**config.mk**
```make
export PLATFORM = sky130hd
export DESIGN_NAME = alien_sprite_drawer
export DESIGN_NICKNAME = d
export VERILOG_FILES = /design/src/rtl/alien_sprite_drawer.sv
export SDC_FILE = /design/constraint.sdc
export NUM_CORES = 1
export LEC_CHECK = 0
export ABC_CLOCK_PERIOD_IN_PS = 3000
export BUFFER_PORTS_ARGS = -buffer_cell sky130_fd_sc_hd__buf_2
export CAP_MARGIN = 20
export CORE_ASPECT_RATIO = 0.9
export CORE_MARGIN = 5
export CORE_UTILIZATION = 57
export CTS_CLUSTER_DIAMETER = 150
export DETAILED_ROUTE_END_ITERATION = 6
export GPL_TIMING_DRIVEN = 0
export PLACE_DENSITY = 0.8
export SYNTH_ARGS = -nofsm -noshare
export SYNTH_HDL_FRONTEND = slang
export SYNTH_SLANG_ARGS = --single-unit
```
**constraint.sdc**
```tcl
create_clock -name clock -period 3 [get_ports clock]
set_input_delay 0.45 -clock clock [delete_from_list [all_inputs] [get_ports clock]]
set_output_delay 0.45 -clock clock [all_outputs]
set_load 0.005 [all_outputs]
```
**src/rtl/alien_sprite_drawer.sv**
```systemverilog
// Per-alien pixel generator: latches one alien's center/color, scans its bounding
// box through a 1-cycle-latency sprite ROM and emits clipped pixel writes.
module alien_sprite_drawer #(
    parameter int ALIEN_WIDTH          = 40,
    parameter int ALIEN_HEIGHT         = 21,
    parameter int SCREEN_WIDTH         = 640,
    parameter int SCREEN_HEIGHT        = 480,
    parameter int BACKGROUND_COLOR_NUM = 0
) (
    input  logic       clock,
    input  logic       reset,
    input  logic [9:0] center_x,
    input  logic [8:0] center_y,
    input  logic [3:0] color,
    output logic [9:0] sprite_addr,
    input  logic       sprite_bit,
    output logic [9:0] pixel_x,
    output logic [8:0] pixel_y,
    output logic [3:0] pixel_color,
    output logic       pixel_we,
    output logic       done
);

    localparam int CW = $clog2(ALIEN_WIDTH);
    localparam int RW = $clog2(ALIEN_HEIGHT);

    typedef enum logic [1:0] {S_LATCH, S_SCAN, S_FLUSH, S_DONE} state_t;

    state_t        r_state;
    logic [CW-1:0] r_col;
    logic [RW-1:0] r_row;
    logic [9:0]    r_cx;
    logic [8:0]    r_cy;
    logic [3:0]    r_color;
    logic          r_erase;
    logic [9:0]    r_addr;
    logic          r_s2_valid;
    logic          r_s2_vis;
    logic [9:0]    r_px;
    logic [8:0]    r_py;
    logic          r_done;

    // bit 10 of w_x / w_y is the sign of the 11-bit two's-complement coordinate
    logic [10:0]   w_x;
    logic [10:0]   w_y;
    logic          w_vis;
    logic          w_last;

    always_comb begin
        w_x    = 11'({1'b0, r_cx}) - 11'(ALIEN_WIDTH / 2) + 11'(r_col);
        w_y    = 11'({2'b0, r_cy}) - 11'(ALIEN_HEIGHT / 2) + 11'(r_row);
        w_vis  = !w_x[10] && (w_x < 11'(SCREEN_WIDTH)) &&
                 !w_y[10] && (w_y < 11'(SCREEN_HEIGHT));
        w_last = (r_row == RW'(ALIEN_HEIGHT - 1)) && (r_col == CW'(ALIEN_WIDTH - 1));
    end

    always_ff @(posedge clock) begin
        if (reset) begin
            r_state    <= S_LATCH;
            r_col      <= '0;
            r_row      <= '0;
            r_cx       <= '0;
            r_cy       <= '0;
            r_color    <= '0;
            r_erase    <= 1'b0;
            r_addr     <= '0;
            r_s2_valid <= 1'b0;
            r_s2_vis   <= 1'b0;
            r_px       <= '0;
            r_py       <= '0;
            r_done     <= 1'b0;
        end else begin
            r_s2_valid <= 1'b0;
            case (r_state)
                S_LATCH: begin
                    r_cx    <= center_x;
                    r_cy    <= center_y;
                    r_color <= color;
                    r_erase <= (color == 4'(BACKGROUND_COLOR_NUM));
                    r_row   <= '0;
                    r_col   <= '0;
                    r_addr  <= '0;
                    r_state <= S_SCAN;
                end
                S_SCAN: begin
                    // stage 2 pairs these coordinates with next cycle's ROM data
                    r_s2_valid <= 1'b1;
                    r_s2_vis   <= w_vis;
                    r_px       <= w_x[9:0];
                    r_py       <= w_y[8:0];
                    if (w_last) begin
                        r_state <= S_FLUSH;
                    end else begin
                        r_addr <= r_addr + 10'd1;
                        if (r_col == CW'(ALIEN_WIDTH - 1)) begin
                            r_col <= '0;
                            r_row <= r_row + 1'b1;
                        end else begin
                            r_col <= r_col + 1'b1;
                        end
                    end
                end
                S_FLUSH: begin
                    r_done  <= 1'b1;
                    r_state <= S_DONE;
                end
                S_DONE: begin
                    r_done <= 1'b1;
                end
                default: r_state <= S_LATCH;
            endcase
        end
    end

    assign sprite_addr = r_addr;
    assign pixel_x     = r_px;
    assign pixel_y     = r_py;
    assign pixel_color = r_color;
    assign pixel_we    = r_s2_valid && r_s2_vis && (sprite_bit || r_erase);
    assign done        = r_done;

endmodule
```
==> qor.txt <==
Post-Syn Nets = 489
Pre-CTS WS = 272 ps
Switching part of the total = 40.5%
Power Density = 905 nW/µm²
Crit-path cells = inv_1 > ha_1 > inv_1 > ha_1 > nor2b_1 > o31a_1 > o221ai_1 > nor2_1 > nor4_1 > nor4_1 > a211o_1
Slowest cell on the critical path = dfxtp_1
HP Class = in -> reg
Worst skew pair latency = 350 ps
FF-to-FF setup slack = 230 ps
Hold Slack = 334 ps
Remaining antenna violation count after routing = 0
Top FF cell, synth = dfxtp_1
Pre-antenna DRT Iters = 5
Vias = 3266
Ports = 61
DP Wirelength = 6600 µm
RD Place Congestion = 0.890
Worst-path maximum fanout = 5
Maximum buffer depth of the clock tree = 2
Die height = 87.1 µm
Sequential element share of the synthesized area = 36.7%
Core area = 6520 µm²
RSZ-0062 raised after global routing = false
Rel. slew slack = 47.3%
Die W = 95.6 µm
Port bufs = 60
Total GRT Usage = 22.7%
Family with the most delay on the worst path = compound AO/OA/AOI/OAI gates
CP Capture Type = register
Fillers = 534
# rows = 28
CTS tree = built
Synth area leaders = dfxtp_1, ha_1, mux2i_1
Synth warnings = 0
First-pass GRT wire length = 14700 µm
Max incr delay on CP = 450 ps
Peak VDD IR = 0.486 mV
Int Pwr = 2.36 mW
Setup violators final = 0
CP Data Arrival Time = 3010 ps
Hold Path Stages = 3
Setup TNS Final = 0 ps
Max Cap Viol = 0
Worst slew pin tran = 790 ps
Fin. max-slew vios = 0
R2r endpoint = pixel_y[8]
Ys async rst share = 0%
Critical setup path kind = reg -> reg
Setup WS post-layout = 229 ps
Largest net degree at the start of global routing = 13
Worst Skew = 9.76 ps
Root buf cell = clkbuf_8
NetSw = 1.61 mW
Post-synth EDFFs = 0
Final WL = 8790 µm
CP bufs+invs = 2
Gr ovfl total = 0
Status = completed
Clock-pin slew on the worst setup and hold paths = 70 ps
TritonCTS Buffers = 9
Mapped Area = 3760 µm²
Clock sink count = 69
Reg2Reg Depth = 11
Initial DRC count = 186
Hold endpoint = r_cx[2]
#FFs+latches synth = 69
Vias in the first global route = 3121
Synth area leader = dfxtp_1
R2r startpoint = r_cy[1]
ANT cells = 0
Most common cell in the synthesized netlist = nor2_1
Leak = 2.04 nW
Period minus WS final = 2770 ps
Post-synth top area share = 36.7%
Final Hold Viols = 0
# DRC = 0
Avg WL per Cell = 14.7 µm
Layout cell share with drive strength beyond 1 = 19.1%
Final period util = 92.4%
Fin nets = 560
H-tree levels = 3
Die area = 8330 µm²
WP depth = 11
Worst hold start = center_x[2]
Commonest cells post-synth = nor2_1, dfxtp_1, mux2i_1
Clk pwr share = 19.3%
Syn Area/Cell = 8.73 µm²
Initial Utilization = 57.7%
Initial antenna violation count = 0
Combinational share of power = 47.8%
P&R area growth vs syn = 16.4%
Required time worst endpoint = 3240 ps
Worst setup SP type = register
Fmax = 361 MHz
Synth unique cells = 59
Flop pwr share = 32.9%
Vias per inst = 5.47
CTS Hold Bufs = 0
Post-Syn Instances = 431
[kinds of logic after synthesis]
logic type                 synth area share, %
and+or+nand+nor                           19.0
AOI/OAI and AO/OA                         14.1
DFF                                       36.7
buffers and inverters                     4.89
muxes                                     9.61
adders and majority gates                 11.0
xor gates and xnor gates                  4.66
[metrics by stage]
step           instances  utilization, %  area (µm²)  total power [mW]
6_report             597            67.2        4380              3.96
5_1_grt              597            67.2        4380              4.27
4_1_cts              597            67.1        4370              3.96
3_5_place_dp         581            64.1        4170              3.18
3_3_place_gp         581            64.1        4170              3.12
2_1_floorplan        431               -        3760              2.69
[cell type report]
cell class / count / area, µm² / share of cell area [%]
inverters: 28 / 105 / 2.40
flip-flops and latches: 69 / 1380 / 31.5
clock buffers: 10 / 138 / 3.14
clock inverters: 6 / 62.6 / 1.43
multi-input cells: 318 / 2200 / 50.3
plain buffers: 16 / 78.8 / 1.80
repair buffers: 60 / 300 / 6.86
well taps: 90 / 113 / 2.57
[registers in the layout (all words and copies together) (netlist names)]
register,count
done,1
pixel_y,9
r_s2_vis,1
r_col,6
r_erase,1
pixel_color,4
r_cx,10
r_cy,9
r_s2_valid,1
r_row,5
sprite_addr,10
r_state,2
pixel_x,10
[timing repair]
item,4_1_cts,5_1_grt
endpoints found under the setup margin,0,1
buffers inserted,0,0
resized for setup,0,1
[layer usage]
layer	part of all wire [%]	track usage (%)
met1	46	29.9
met2	47	37.4
met5	0	0
met4	1.1	6.20
met3	6.0	4.75
[how the worst max path moves through the flow]
| stage | start | end |
|---|---|---|
| after floorplan | r_col[1] | r_s2_vis |
| after global placement | r_col[2] | r_s2_vis |
| after detailed placement | r_cy[1] | pixel_y[8] |
| after CTS | r_cy[1] | pixel_y[8] |
| after global routing | r_cy[1] | pixel_y[8] |
| final | r_cy[1] | pixel_y[8] |
[cells in the final DEF (no fill, tap or decap), types with 4 or more instances in the layout]
| master | n |
|---|---|
| a211oi_1 | 6 |
| a21oi_1 | 22 |
| and3_1 | 7 |
| buf_1 | 5 |
| buf_2 | 63 |
| clkbuf_1 | 6 |
| clkbuf_8 | 10 |
| dfxtp_1 | 69 |
| ha_1 | 30 |
| inv_1 | 27 |
| mux2i_1 | 35 |
| nand2_1 | 21 |
| nand3_1 | 7 |
| nand4_1 | 6 |
| nor2_1 | 80 |
| nor2b_1 | 4 |
| nor3_1 | 7 |
| nor4_1 | 5 |
| o21a_1 | 4 |
| o21ai_0 | 14 |
| xnor2_1 | 13 |
| xor2_1 | 7 |
[worst min-delay path, stage by stage]
cell and delay [ps]:
buf_2 80, mux2i_1 50, nor2_1 70
[power groups by stage]
stage | Combinational (mW) | Clock (mW) | Sequential [mW]
detailed placement | 1.87 | 0 | 1.32
global placement | 1.81 | 0 | 1.31
finish | 1.89 | 0.766 | 1.30
floorplan | 1.40 | 0 | 1.30
global route | 2.13 | 0.808 | 1.33
CTS | 1.88 | 0.781 | 1.30
(Power assumes the default switching activity.)
